## config.mk

```make
export PLATFORM = sky130hd
export DESIGN_NAME = button_conditioner
export DESIGN_NICKNAME = d
export VERILOG_FILES = /design/src/rtl/btn_pkg.sv /design/src/rtl/debounce_channel.sv /design/src/rtl/button_conditioner.sv
export SDC_FILE = /design/constraint.sdc
export NUM_CORES = 1
export LEC_CHECK = 0
export ABC_AREA = 1
export ABC_CLOCK_PERIOD_IN_PS = 2200
export BUFFER_PORTS_ARGS = -buffer_cell sky130_fd_sc_hd__buf_2
export CORE_ASPECT_RATIO = 2
export CORE_MARGIN = 2
export CORE_UTILIZATION = 46
export CTS_BUF_LIST = sky130_fd_sc_hd__clkbuf_4
export DETAILED_ROUTE_END_ITERATION = 12
export SYNTH_ARGS = -nofsm -noshare
export SYNTH_HDL_FRONTEND = slang
export SYNTH_SLANG_ARGS = --single-unit
```

## constraint.sdc

```tcl
create_clock -name clk -period 2.2 [get_ports clk]
set_input_delay 0.33 -clock clk [delete_from_list [all_inputs] [get_ports clk]]
set_output_delay 0.33 -clock clk [all_outputs]
set_load 0.03 [all_outputs]
```

## src/rtl/btn_pkg.sv

```systemverilog
// Shared definitions for the push-button conditioning slice: per-channel
// debounce state encoding, debounce lengths and board button indices.
package btn_pkg;

    // Per-channel debounce state; the two IDLE states carry the accepted level.
    typedef enum logic [1:0] {
        IDLE_LOW  = 2'd0,
        WAIT_HIGH = 2'd1,
        IDLE_HIGH = 2'd2,
        WAIT_LOW  = 2'd3
    } btn_state_t;

    // 10 ms at 100 MHz for the board build; a short value for simulation.
    localparam int unsigned DEBOUNCE_10MS = 32'd1000000;
    localparam int unsigned SIM_DEBOUNCE  = 32'd4;

    // Bit positions inside the button vector {update, stop_f_t, start_t, start_f}.
    localparam int unsigned BTN_START_F = 32'd0;
    localparam int unsigned BTN_START_T = 32'd1;
    localparam int unsigned BTN_STOP    = 32'd2;
    localparam int unsigned BTN_UPDATE  = 32'd3;

endpackage

```

## src/rtl/debounce_channel.sv

```systemverilog
// One button channel: input synchroniser, stability counter and debounce FSM.
// The accepted level and the rise/fall pulses are all registered and change
// on the same clock edge.
module debounce_channel
    import btn_pkg::*;
#(
    parameter int unsigned DEBOUNCE_CYCLES = DEBOUNCE_10MS,
    parameter int unsigned SYNC_STAGES     = 32'd2,
    parameter int unsigned CNT_W           = $clog2(DEBOUNCE_CYCLES)
) (
    input  logic clk,
    input  logic rst,
    input  logic btn_in,
    output logic btn_level,
    output logic btn_rise,
    output logic btn_fall
);

    // Terminal count: the counter stops here, so it can never wrap.
    localparam logic [CNT_W-1:0] CNT_LAST = CNT_W'(DEBOUNCE_CYCLES - 32'd1);
    localparam logic [CNT_W-1:0] CNT_ONE  = CNT_W'(32'd1);
    localparam logic [CNT_W-1:0] CNT_ZERO = CNT_W'(32'd0);

    logic [SYNC_STAGES-1:0] sync_r;
    logic                   sync_s;

    btn_state_t             state_r;
    btn_state_t             state_nxt_s;
    logic [CNT_W-1:0]       cnt_r;
    logic [CNT_W-1:0]       cnt_nxt_s;
    logic                   level_r;
    logic                   level_nxt_s;
    logic                   rise_r;
    logic                   rise_nxt_s;
    logic                   fall_r;
    logic                   fall_nxt_s;

    // Synchroniser chain: the raw button enters at bit 0, the last bit is safe to use.
    always_ff @(posedge clk or negedge rst) begin
        if (!rst) begin
            sync_r <= '0;
        end else begin
            sync_r <= {sync_r[SYNC_STAGES-2:0], btn_in};
        end
    end

    assign sync_s = sync_r[SYNC_STAGES-1];

    // State, counter and output registers.
    always_ff @(posedge clk or negedge rst) begin
        if (!rst) begin
            state_r <= IDLE_LOW;
            cnt_r   <= CNT_ZERO;
            level_r <= 1'b0;
            rise_r  <= 1'b0;
            fall_r  <= 1'b0;
        end else begin
            state_r <= state_nxt_s;
            cnt_r   <= cnt_nxt_s;
            level_r <= level_nxt_s;
            rise_r  <= rise_nxt_s;
            fall_r  <= fall_nxt_s;
        end
    end

    // Next-state logic: a level change is accepted only after the synchronised
    // input has stayed at the new value for DEBOUNCE_CYCLES consecutive cycles.
    // Pulses default to 0 so they last exactly one cycle.
    always_comb begin
        state_nxt_s = state_r;
        cnt_nxt_s   = cnt_r;
        level_nxt_s = level_r;
        rise_nxt_s  = 1'b0;
        fall_nxt_s  = 1'b0;

        case (state_r)
            IDLE_LOW: begin
                level_nxt_s = 1'b0;
                cnt_nxt_s   = CNT_ZERO;
                if (sync_s) begin
                    state_nxt_s = WAIT_HIGH;
                end else begin
                    state_nxt_s = IDLE_LOW;
                end
            end

            WAIT_HIGH: begin
                if (!sync_s) begin
                    // Excursion too short: drop it without touching the outputs.
                    state_nxt_s = IDLE_LOW;
                    cnt_nxt_s   = CNT_ZERO;
                end else if (cnt_r == CNT_LAST) begin
                    state_nxt_s = IDLE_HIGH;
                    cnt_nxt_s   = CNT_ZERO;
                    level_nxt_s = 1'b1;
                    rise_nxt_s  = 1'b1;
                end else begin
                    cnt_nxt_s   = cnt_r + CNT_ONE;
                end
            end

            IDLE_HIGH: begin
                level_nxt_s = 1'b1;
                cnt_nxt_s   = CNT_ZERO;
                if (!sync_s) begin
                    state_nxt_s = WAIT_LOW;
                end else begin
                    state_nxt_s = IDLE_HIGH;
                end
            end

            WAIT_LOW: begin
                if (sync_s) begin
                    state_nxt_s = IDLE_HIGH;
                    cnt_nxt_s   = CNT_ZERO;
                end else if (cnt_r == CNT_LAST) begin
                    state_nxt_s = IDLE_LOW;
                    cnt_nxt_s   = CNT_ZERO;
                    level_nxt_s = 1'b0;
                    fall_nxt_s  = 1'b1;
                end else begin
                    cnt_nxt_s   = cnt_r + CNT_ONE;
                end
            end

            default: begin
                state_nxt_s = IDLE_LOW;
                cnt_nxt_s   = CNT_ZERO;
                level_nxt_s = 1'b0;
            end
        endcase
    end

    assign btn_level = level_r;
    assign btn_rise  = rise_r;
    assign btn_fall  = fall_r;

endmodule

```

## src/rtl/button_conditioner.sv

```systemverilog
// Conditioning stage for the board push-buttons {update, stop_f_t, start_t,
// start_f}: each bit is synchronised and debounced independently and offers
// a clean level plus one-cycle rise/fall pulses for direct downstream use.
module button_conditioner
    import btn_pkg::*;
#(
    parameter int unsigned N_BTN           = 32'd4,
    parameter int unsigned DEBOUNCE_CYCLES = DEBOUNCE_10MS,
    parameter int unsigned SYNC_STAGES     = 32'd2,
    parameter int unsigned CNT_W           = $clog2(DEBOUNCE_CYCLES)
) (
    input  logic             clk,
    input  logic             rst,
    input  logic [N_BTN-1:0] btn_in,
    output logic [N_BTN-1:0] btn_level,
    output logic [N_BTN-1:0] btn_rise,
    output logic [N_BTN-1:0] btn_fall
);

    // Identical, independent channels; no priority between buttons.
    for (genvar i = 0; i < N_BTN; i++) begin : g_chan
        debounce_channel #(
            .DEBOUNCE_CYCLES (DEBOUNCE_CYCLES),
            .SYNC_STAGES     (SYNC_STAGES),
            .CNT_W           (CNT_W)
        ) u_chan (
            .clk       (clk),
            .rst       (rst),
            .btn_in    (btn_in[i]),
            .btn_level (btn_level[i]),
            .btn_rise  (btn_rise[i]),
            .btn_fall  (btn_fall[i])
        );
    end

endmodule

```

Yosys cells after proc, flatten, opt, wreduce, memory -nomap -nowiden. Index checks and enable logic that the tools add are counted.

Register bits: 108. Output and inout port bits: 12. Logic and storage cells: 168.

Add/sub/neg operators: 4. Equal/unequal tests: 40. Multiplexer cells: 84. Reduce and logical (&&, ||, !) cells: 16.

Operators with widths (number): $mux 20 (12); $pmux 20 s3 (4); $add 20x1->20 const B (4); $eq 20x20->1 const B (4); $mux 1 (44); $mux 2 (16); $pmux 2 s4 (4); $ne 2x1->1 const B (12); $eq 2x2->1 const B (8); $pmux 1 s4 (4); $reduce_and 4->1 (4); $ne 3x1->1 const B (4); $ne 3x3->1 const B (4); $eq 2x1->1 const B (4); $logic_not 2->1 (4); $ne 2x2->1 const B (4); $reduce_and 2->1 (4); $reduce_or 2->1 (4).

Longest topological paths before layout. Gate-level depths: netlist of run 1.

Word-level depth: 4. Depth in mapped cells: 10. Mapped depth without buffers: 10.

By module. A second synthesis of run 1 with hierarchy kept.

Cells, all modules: 744. Area total of the unflattened synthesis: 6052.1 sq um.

Modules (own cells, without submodules): debounce_channel at g_chan[0].u_chan ... (times used 3, cells an instance 188, area an instance 1510.2 sq um); debounce_channel at g_chan[3].u_chan (times used 1, cells an instance 180, area an instance 1521.5 sq um).

Worst setup path before layout of run 1. Ideal clock, no wire load.

Kind: reg-to-reg. Start point: register g_chan[3].u_chan.cnt_r[0]. End point: register g_chan[3].u_chan.cnt_r[12]. Library setup time: 128 ps. Arrival: 1281 ps. Data required time: 2072 ps. Setup slack: 791 ps. Cell stages (with the launch flop): 10. Path buffers: 1. Period minus slack after synthesis: 1409 ps. Path through: dfrtp_1 ha_1 nand2_1 nor2_4 nand2_2 nor2_4 nand2_2 nand2_4 buf_6 nor3b_2.

Cells in the longest elaborated chain, start to end: 4. Elaborated cells on any way between the ends: 6. Classes of those cells: add/sub: 1; eq/ne: 1; mux: 4.

RTL lines: start, declared (line debounce_channel.sv:29) `logic [CNT_W-1:0] cnt_r;`; start signal, assigned (line debounce_channel.sv:59) `cnt_r <= cnt_nxt_s;`; $add 20x1->20 / $eq 20x20->1 (equally long branches); $mux 20 (*) (line debounce_channel.sv:92, debounce_channel.sv:116); $mux 20, on equally long branches (line debounce_channel.sv:113, debounce_channel.sv:88); $pmux 20 s3 (*) (line debounce_channel.sv:76) `case (state_r)`; via g_chan[3].u_chan.cnt_nxt_s[12] (line debounce_channel.sv:30) `logic [CNT_W-1:0] cnt_nxt_s;`.

Mark *: on every way through the listed nets, which the timed path passes. The rest lies on a longest branch. A chain may end at the register's enable or synchronous reset.

Worst setup path in the final report of run 1.
Start point: register g_chan[1].u_chan.cnt_r[0]. End point: register g_chan[1].u_chan.cnt_r[18].

Cells in the longest elaborated chain, start to end: 4. Elaborated cells on any way between the ends: 6. Classes of those cells: add/sub: 1; eq/ne: 1; mux: 4.

RTL lines (line): start, declared (debounce_channel.sv:29); start signal, assigned (debounce_channel.sv:59); $add 20x1->20 / $eq 20x20->1 (equally long branches); $mux 20 (*) (debounce_channel.sv:92, debounce_channel.sv:116); $mux 20, on equally long branches (debounce_channel.sv:113, debounce_channel.sv:88); $pmux 20 s3 (*) (debounce_channel.sv:76); via g_chan[1].u_chan.cnt_nxt_s[18] (debounce_channel.sv:30).

Marks and branches as above.

==> results of run 1 <==
## layer usage
metal  part of all wire (%)  global-route usage [%]  routed length (µm)
met2                     57                   33.87                6680
met4                    1.6                   6.418                 191
met3                    2.0                   2.286                 232
met5                      0                       0                   0
met1                     40                   19.14                4670
## worst min-delay path by stage
stage                                       to  depth (start not counted)
detailed placement  g_chan[3].u_chan.cnt_r[17]                          1
floorplan                            async pin                          0
global placement    g_chan[3].u_chan.cnt_r[17]                          1
global route         g_chan[0].u_chan.cnt_r[8]                          2
finish              g_chan[3].u_chan.cnt_r[17]                          2
CTS                 g_chan[3].u_chan.cnt_r[17]                          2
## worst register-to-register path, delay by kind of cell (launching register included)
family	cells	cell delay, ns
DFF	1	0.45
and+or+nand+nor	5	0.76
adders and majority gates	1	0.23
buffers and inverters	2	0.23
## sequential cells by signal, indices dropped and copies added (netlist names), named ones only
register and count:
g_chan.u_chan.btn_fall 4, g_chan.u_chan.btn_level 4, g_chan.u_chan.btn_rise 4, g_chan.u_chan.cnt_r 80, g_chan.u_chan.state_r 4, g_chan.u_chan.sync_r 8
## logic make-up (layout without fill, tap and decap cells)
| family | Yosys count | count (layout) | synth area share, % |
|---|---|---|---|
| buf+inv | 117 | 142 | 8.491 |
| compound gates | 44 | 44 | 3.737 |
| other cells | 0 | 1 | 0 |
| xor+xnor | 16 | 16 | 2.325 |
| flops | 108 | 108 | 44.84 |
| simple gates | 462 | 462 | 36.25 |
| fa+ha+maj | 21 | 21 | 4.360 |
## layout make-up
class	instances	area (µm²)	area share, %
antenna	1	2.502	0.03911
clock buffer	11	82.58	1.291
clock inverter	5	52.55	0.8213
inverter	100	375.4	5.866
multi-input combinational	543	2813	43.96
sequential	108	2703	42.24
tap	152	190.2	2.972
timing repair buffer	26	180.2	2.816
## stage by stage
step | std cells | util (%) | hold slack (ns) | cell area (µm²)
global route | 946 | 49.53 | 0.3508 | 6399
finish | 946 | 49.53 | 0.3330 | 6399
floorplan | 768 | - | 0.03441 | 6027
global placement | 924 | 48.08 | 0.3065 | 6211
detailed placement | 924 | 48.08 | 0.3124 | 6211
CTS | 945 | 49.51 | 0.3230 | 6396
## report_power, final
group	internal [mW]	switching, mW
logic	0.332	0.676
registers	2.13	0.128
clock network	0.369	0.633
total	2.83	1.44
## cell usage after synthesis
master / count / area (µm²)
a21oi_1: 16 / 80.08
a31oi_1: 2 / 12.51
buf_2: 1 / 5.000
buf_4: 13 / 97.59
buf_6: 3 / 33.78
clkinv_1: 1 / 3.750
dfrtp_1: 108 / 2703
ha_1: 21 / 262.8
inv_1: 80 / 300.3
inv_2: 19 / 71.32
nand2_1: 180 / 675.7
nand2_2: 5 / 31.28
nand2_4: 1 / 11.26
nand3_1: 48 / 240.2
nand3_2: 7 / 70.07
nand3_4: 1 / 17.52
nand3b_1: 1 / 7.510
nand4_1: 12 / 75.07
nor2_1: 146 / 548.0
nor2_2: 7 / 43.79
nor2_4: 3 / 33.78
nor3_1: 20 / 100.1
nor3_2: 11 / 110.1
nor3_4: 3 / 48.80
nor3b_1: 7 / 52.55
nor3b_2: 7 / 87.58
nor3b_4: 1 / 18.77
nor4_1: 2 / 12.51
o21ai_0: 16 / 80.08
o21ai_1: 9 / 45.04
o21bai_1: 1 / 7.510
xnor2_1: 2 / 17.52
xor2_1: 14 / 122.6
==> impl_metrics.env, run 1 <==
export IMPL_pre_cts_ws_ns=0.4241
export IMPL_critPathTopFamily="simple AND/OR/NAND/NOR gates"
export IMPL_setup_ws_ns=0.4252
export IMPL_cts_sinks=108
export IMPL_dp_hpwl_um=9043
export IMPL_cts_htree_levels=3
export IMPL_ys_seq_area_share_pct=44.84
export IMPL_drt_total_wl_um=11770
export IMPL_startpoint="g_chan[1].u_chan.cnt_r[0]"
export IMPL_syn_nets=795
export IMPL_fillCellCount=1252
export IMPL_fin_crit_sh_pct=80.67
export IMPL_crit_path_max_incr_delay_ns=0.45
export IMPL_path_clk_slew_ns=0.16
export IMPL_clock_latency_ns=0.46
export IMPL_worst_slew_pin_slew_ns=0.4509
export IMPL_status="finished, final reports clean"
export IMPL_cts_buffer_depth=2
export IMPL_grt_pass1_vias=4785
export IMPL_grt_pass1_wl_um=20650
export IMPL_r2r_start="g_chan[1].u_chan.cnt_r[0]"
export IMPL_drv_slew=0
export IMPL_p_leak_nw=2.859
export IMPL_crit_path_end="g_chan[1].u_chan.cnt_r[18]"
export IMPL_die_width_um=84.94
export IMPL_cp_required_ns=2.56
export IMPL_wl_per_cell_um=12.45
export IMPL_dieArea_mm2=0.01409
export IMPL_avgSynthCellArea_um2=7.848
export IMPL_finalSetupViolations=0
export IMPL_arrival_ns=2.13
export IMPL_postSynthCellCount=768
export IMPL_grt_ovfl_total=0
export IMPL_grt_max_degree=45
export IMPL_finClkSkew_ns=0.01292
export IMPL_path_depth=8
export IMPL_antenna_found_initial=1
export IMPL_fin_crit_ns=1.775
export IMPL_synth_seq_cells=108
export IMPL_port_buffers=17
export IMPL_hold_class="in -> async"
export IMPL_rr_endpoint="g_chan[1].u_chan.cnt_r[18]"
export IMPL_drtIter0Drc=244
export IMPL_end_kind="flip-flop"
export IMPL_ff2ff_path_depth=8
export IMPL_fmax_mhz=563.5
export IMPL_yosysUniqueCellTypes=33
export IMPL_die_h_um=165.9
export IMPL_hold_violations=0
export IMPL_slew_headroom_pct=69.94
export IMPL_syn_to_final_growth_pct=6.166
export IMPL_nets=815
export IMPL_drcViolationCount=0
export IMPL_initial_core_util_pct=46.65
export IMPL_finalPower_mw=4.268
export IMPL_root_buffer="clkbuf_4"
export IMPL_ctsHoldBuffers=5
export IMPL_cp_start_kind="flip-flop"
export IMPL_crit_slowest_cell="dfrtp_1"
export IMPL_cp_cell_sequence="ha_1 > inv_1 > nor3_4 > nand3_1 > nand2_2 > inv_2 > nand2_1 > nor2_1"
export IMPL_firstDrtPassIters=4
export IMPL_vias_per_cell=5.010
export IMPL_yosys_warnings=0
export IMPL_worstPathMaxFanout=12
export IMPL_rrSetupSlack_ns=0.43
export IMPL_rsz0062_at_grt="false"
export IMPL_ctsResizeCount=0
export IMPL_drv_cap=0
export IMPL_gp_congestion=0.8665
export IMPL_core_area_mm2=0.01292
export IMPL_dr_total_vias=4739
export IMPL_cts_tree="yes"
export IMPL_vdd_drop_max_v=0.0005296
export IMPL_p_per_area_mw_per_mm2=667.0
export IMPL_mostFrequentLayoutCell="nand2_1"
export IMPL_crit_type="reg -> reg"
export IMPL_num_io_pins=18
export IMPL_post_cts_buffers=0
export IMPL_gr_usage_all_layers_pct=17.68
export IMPL_drive_above_1_share_pct=12.74
export IMPL_fin_tns_setup_ns=0
export IMPL_crit_buf_inv=2
export IMPL_synth_area_mm2=0.006027
export IMPL_layout_common_cells="nand2_1 (180), nor2_1 (146), dfrtp_1 (108)"
export IMPL_cts_buffers_inserted=9
export IMPL_antenna_left=0
export IMPL_rows=59
Note: power is estimated with default switching activity, not from simulation.
==> run 2, diff against run 1 <==
--- a/config.mk
+++ b/config.mk
@@ -6,7 +6,7 @@
 export NUM_CORES = 1
 export LEC_CHECK = 0
 export ABC_AREA = 1
-export ABC_CLOCK_PERIOD_IN_PS = 2200
+export ABC_CLOCK_PERIOD_IN_PS = 1450
 export BUFFER_PORTS_ARGS = -buffer_cell sky130_fd_sc_hd__buf_2
 export CORE_ASPECT_RATIO = 2
 export CORE_MARGIN = 2
==> constraint.sdc (replaced) <==
create_clock -name clk -period 1.45 [get_ports clk]
set_input_delay 0.2175 -clock clk [delete_from_list [all_inputs] [get_ports clk]]
set_output_delay 0.2175 -clock clk [all_outputs]
set_load 0.03 [all_outputs]
==> impl_metrics.env, run 2 (synthesis gave the netlist of run 1 again) <==
export IMPL_status="complete, but fails checks"
export IMPL_violations="negative setup slack"
export IMPL_pre_cts_ws_ns=-0.1291
export IMPL_initial_core_util_pct=46.65
export IMPL_dr_total_vias=5516
export IMPL_end_kind="flip-flop"
export IMPL_dieArea_mm2=0.01409
export IMPL_drtIter0Drc=196
export IMPL_hold_ws_ns=0.2630
export IMPL_regMostFlops="g_chan.u_chan.cnt_r"
export IMPL_cts_buffers_inserted=9
export IMPL_worst_slew_pin_slew_ns=0.3443
export IMPL_nets=936
export IMPL_core_area_mm2=0.01292
export IMPL_crit_slowest_cell="dfrtp_1"
export IMPL_finClkSkew_ns=0.01766
export IMPL_register_area_mm2=0.002714
export IMPL_grt_ovfl_total=0
export IMPL_fillCellCount=1029
export IMPL_grt_pass1_wl_um=23640
export IMPL_finalPower_mw=7.864
export IMPL_rows=59
export IMPL_vdd_drop_max_v=0.0006895
export IMPL_mostFrequentLayoutCell="nand2_1"
export IMPL_multi_input_area_mm2=0.003638
export IMPL_cts_sinks=108
export IMPL_hold_violations=0
export IMPL_finalSetupViolations=86
export IMPL_slew_headroom_pct=76.81
export IMPL_die_h_um=165.9
export IMPL_crit_path_max_incr_delay_ns=0.40
export IMPL_layout_common_cells="nand2_1 (133), nor2_1 (102), buf_4 (100)"
export IMPL_cts_buffer_depth=2
export IMPL_cp_required_ns=1.83
export IMPL_cts_tree="yes"
export IMPL_p_per_area_mw_per_mm2=944.9
export IMPL_gr_usage_all_layers_pct=20.47
export IMPL_path_clk_slew_ns=0.16
export IMPL_drt_total_wl_um=14930
export IMPL_drcViolationCount=0
export IMPL_largest_register_ff_count=80
export IMPL_cp_start_kind="flip-flop"
export IMPL_fin_crit_ns=1.558
export IMPL_grt_pass1_vias=5643
export IMPL_fmax_mhz=641.7
export IMPL_clock_latency_ns=0.47
export IMPL_p_leak_nw=3.688
export IMPL_wl_per_cell_um=13.99
export IMPL_arrival_ns=1.93
export IMPL_hold_class="in -> async"
export IMPL_antenna_left=0
export IMPL_drv_cap=0
export IMPL_gp_congestion=0.8792
export IMPL_dp_hpwl_um=9790
export IMPL_die_width_um=84.94
export IMPL_setup_ws_ns=-0.1083
export IMPL_vias_per_cell=5.170
export IMPL_rsz0062_at_grt="true"
export IMPL_firstDrtPassIters=5
export IMPL_crit_type="reg -> reg"
export IMPL_fin_util_pct=64.43
export IMPL_root_buffer="clkbuf_4"
export IMPL_antenna_found_initial=1
export IMPL_drive_above_1_share_pct=42.89
export IMPL_cp_cell_sequence="ha_2 > buf_6 > nand3_2 > nor2_2 > nand3_2 > nor2_4 > nand2_2 > o21ai_2 > nor2_1"
export IMPL_cts_htree_levels=3
export IMPL_fin_crit_sh_pct=107.5
export IMPL_drv_slew=0
export IMPL_top_regs="g_chan.u_chan.cnt_r x80, g_chan.u_chan.sync_r x8"
export IMPL_num_io_pins=18
export IMPL_port_buffers=17
export IMPL_grt_max_degree=60
export IMPL_syn_to_final_growth_pct=38.09
export IMPL_worstPathMaxFanout=3
export IMPL_cp_common_cell="nand3_2"
-- run 2: changes by cell type in the layout (fill, tap and decap cells not counted), sizes merged --
| cell | before | now |
|---|---|---|
| clkbuf | 11 | 10 |
| buf | 21 | 140 |
| inv | 99 | 100 |
| clkinv | 5 | 2 |
| clkinvlp | 0 | 5 |
-- run 2: cell type report --
class,count,share of cell area [%]
Clock inverter,6,0.7817
Sequential cell,108,32.61
Antenna cell,1,0.03007
Timing Repair inverter,2,0.2255
Clock buffer,10,0.9020
Tap cell,152,2.285
Inverter,100,4.901
Timing Repair Buffer,145,14.55
Multi-Input combinational cell,543,43.72
-- run 2: per-layer routing --
metal	up-vias	share of wire [%]	GRT usage, %
met5	-	0	0
met4	0	4.2	11.80
met3	53	2.1	2.535
met2	102	59	38.93
met1	2665	34	20.46
li1	2696	-	-
-- run 2: report_power, final --
| part | switching (mW) | internal, mW | total (mW) |
|---|---|---|---|
| clock | 1.02 | 0.541 | 1.56 |
| combinational | 1.61 | 1.25 | 2.87 |
| sequential | 0.201 | 3.24 | 3.44 |
-- run 2: path summary, 6_finish.rpt --
kind	startpoint	to	slack, ns	cells past startpoint
setup / recovery	g_chan[0].u_chan.cnt_r[1]	g_chan[0].u_chan.cnt_r[14]	-0.11	9
hold / removal	rst	g_chan[0].u_chan.cnt_r[11]	0.26	3
setup reg to reg	g_chan[0].u_chan.cnt_r[1]	g_chan[0].u_chan.cnt_r[14]	-0.11	9
hold reg to reg	g_chan[2].u_chan.sync_r[0]	g_chan[2].u_chan.sync_r[1]	0.37	0
max in group asynchronous	rst	g_chan[1].u_chan.cnt_r[7]	0.90	3
min in group clk	btn_in[1]	g_chan[1].u_chan.sync_r[0]	0.37	2
-- run 2: timing repair --
action                     4_1_cts  5_1_grt
gates resized for setup         76      190
setup endpoints to repair       83       98
hold endpoints to repair       112        0
pin swaps                       33       52
gates cloned                     2        1
setup buffers                   18       32
hold buffers                     5        0
-- run 2: metrics by stage --
stage                     TNS, ns  std cells  area (µm²)
after floorplan                 0        768        6027
after global placement    -0.7791        993        6754
after detailed placement   -3.224        993        6754
after CTS                  -1.329       1034        7395
after global routing       -12.89       1067        8323
final                      -4.454       1067        8323
-- run 2: worst max-delay path, delay by kind of cell (launching register included) --
family | cells | cell delay, ns
and+or+nand+nor | 6 | 0.62
AOI/OAI and AO/OA | 1 | 0.12
adders and majority gates | 1 | 0.22
buffers and inverters | 1 | 0.10
DFF | 1 | 0.40
==> run 3, diff against run 2 <==
--- a/config.mk
+++ b/config.mk
@@ -6,7 +6,7 @@
 export NUM_CORES = 1
 export LEC_CHECK = 0
 export ABC_AREA = 1
-export ABC_CLOCK_PERIOD_IN_PS = 1450
+export ABC_CLOCK_PERIOD_IN_PS = 2000
 export BUFFER_PORTS_ARGS = -buffer_cell sky130_fd_sc_hd__buf_2
 export CORE_ASPECT_RATIO = 2
 export CORE_MARGIN = 2
==> constraint.sdc (replaced) <==
create_clock -name clk -period 2 [get_ports clk]
set_input_delay 0.3 -clock clk [delete_from_list [all_inputs] [get_ports clk]]
set_output_delay 0.3 -clock clk [all_outputs]
set_load 0.03 [all_outputs]
==> impl_metrics.env, run 3 (synthesis gave the netlist of run 1 again) <==
export IMPL_largest_register_ff_count=80
export IMPL_ctsResizeCount=0
export IMPL_path_clk_slew_ns=0.16
export IMPL_cts_htree_levels=3
export IMPL_arrival_ns=2.02
export IMPL_top_regs="g_chan.u_chan.cnt_r x80, g_chan.u_chan.sync_r x8"
export IMPL_finalSetupViolations=0
export IMPL_fin_crit_sh_pct=83.53
export IMPL_gp_congestion=0.9119
export IMPL_gr_usage_all_layers_pct=18.43
export IMPL_drcViolationCount=0
export IMPL_cts_buffer_depth=2
export IMPL_firstDrtPassIters=4
export IMPL_drv_slew=0
export IMPL_nets=816
export IMPL_antenna_found_initial=1
export IMPL_grt_pass1_vias=4833
export IMPL_die_h_um=165.9
export IMPL_fin_util_pct=49.67
export IMPL_drive_above_1_share_pct=12.63
export IMPL_fmax_mhz=598.6
export IMPL_cts_sinks=108
export IMPL_initial_core_util_pct=46.65
export IMPL_place_area_mm2=0.006218
export IMPL_layout_common_cells="nand2_1 (180), nor2_1 (146), dfrtp_1 (108)"
export IMPL_vdd_drop_max_v=0.0005145
export IMPL_rsz0062_at_grt="false"
export IMPL_drtIter0Drc=227
export IMPL_rows=59
export IMPL_syn_to_final_growth_pct=6.456
export IMPL_cts_buffers_inserted=9
export IMPL_worstPathMaxFanout=9
export IMPL_grt_pass1_wl_um=21350
export IMPL_cp_required_ns=2.35
export IMPL_mostFrequentLayoutCell="nand2_1"
export IMPL_p_per_area_mw_per_mm2=744.5
export IMPL_status="finished, final reports clean"
export IMPL_hold_class="in -> async"
export IMPL_drt_total_wl_um=12010
export IMPL_fin_tns_setup_ns=0
export IMPL_hold_ws_ns=0.3275
export IMPL_drv_cap=0
export IMPL_worst_slew_pin_slew_ns=0.5528
export IMPL_end_kind="flip-flop"
export IMPL_vias_per_cell=5.061
export IMPL_root_buffer="clkbuf_4"
export IMPL_finClkSkew_ns=0.01844
export IMPL_finalInstanceArea_mm2=0.006416
export IMPL_num_io_pins=18
export IMPL_hold_violations=0
export IMPL_crit_type="reg -> reg"
export IMPL_p_leak_nw=2.865
export IMPL_die_width_um=84.94
export IMPL_port_buffers=17
export IMPL_grt_max_degree=43
export IMPL_fin_crit_ns=1.671
export IMPL_cp_start_kind="flip-flop"
export IMPL_grt_ovfl_total=0
export IMPL_dieArea_mm2=0.01409
export IMPL_dp_hpwl_um=9252
export IMPL_slew_headroom_pct=63.15
export IMPL_cts_tree="yes"
export IMPL_dr_total_vias=4783
export IMPL_antenna_left=0
export IMPL_regMostFlops="g_chan.u_chan.cnt_r"
export IMPL_core_area_mm2=0.01292
export IMPL_clock_latency_ns=0.46
export IMPL_wl_per_cell_um=12.71
-- run 3: changes by cell type in the layout (fill, tap and decap cells not counted), moves of 13 or more --
cell,delta
nor2_1,+44
nand2_2,-32
nand3_1,+18
nand2_1,+47
buf_4,-95
nor2_4,-16
nor2_2,-28
buf_6,-16
nand2_4,-13
-- run 3: final timing paths --
check                           cells after the start  slack [ns]                       start                          to
worst max-delay path                                8        0.33   g_chan[1].u_chan.cnt_r[0]   g_chan[1].u_chan.cnt_r[4]
worst min-delay path                                2        0.33                         rst  g_chan[3].u_chan.cnt_r[16]
worst max register to register                      8        0.33   g_chan[1].u_chan.cnt_r[0]   g_chan[1].u_chan.cnt_r[4]
worst min register to register                      0        0.37  g_chan[0].u_chan.sync_r[0]  g_chan[0].u_chan.sync_r[1]
max in group asynchronous                           3        1.03                         rst   g_chan[0].u_chan.cnt_r[6]
min in group clk                                    0        0.37  g_chan[0].u_chan.sync_r[0]  g_chan[0].u_chan.sync_r[1]
-- run 3: area by class of cell --
cell class	instances	area (µm²)
Clock inverter	5	77.57
Clock buffer	9	67.56
Antenna cell	1	2.502
Timing Repair Buffer	27	187.7
Inverter	100	375.4
Tap cell	152	190.2
Sequential cell	108	2703
Multi-Input combinational cell	543	2813
Fill cell	1271	6502
-- run 3: critical path: stages (launching register included) --
cell and delay, ns:
dfrtp_1 0.44, ha_1 0.23, inv_1 0.09, nor3_4 0.27, nand3_1 0.13, nand2_2 0.17
inv_2 0.12, nand2_1 0.08, nor2_1 0.04
-- run 3: per-stage QoR --
stage,total power [mW],instances,worst slack [ns]
6_report,4.777,945,0.3294
3_5_place_dp,3.655,925,0.3169
2_1_floorplan,3.424,768,0.5908
4_1_cts,4.869,944,0.2907
3_3_place_gp,3.605,925,0.3981
5_1_grt,5.139,945,0.1114
-- run 3: what timing repair did --
item | CTS | global route
endpoints found under the hold margin | 43 | 0
hold buffers | 5 | 0
buffers inserted | 0 | 0
-- run 3: power breakdown --
part           switching (mW)  internal, mW  leakage, nW
Clock                   0.692         0.493       0.0797
Sequential              0.138          2.34         1.47
Combinational           0.738         0.373         1.31
Total                    1.57          3.21         2.86
-- run 3: routing by layer --
metal | track usage (%) | vias to the layer above | wire length (µm)
met5 | 0 | - | 0
met4 | 7.660 | 0 | 345
met3 | 2.535 | 29 | 206
met2 | 34.65 | 54 | 6794
met1 | 20.01 | 2255 | 4667
li1 | - | 2445 | -
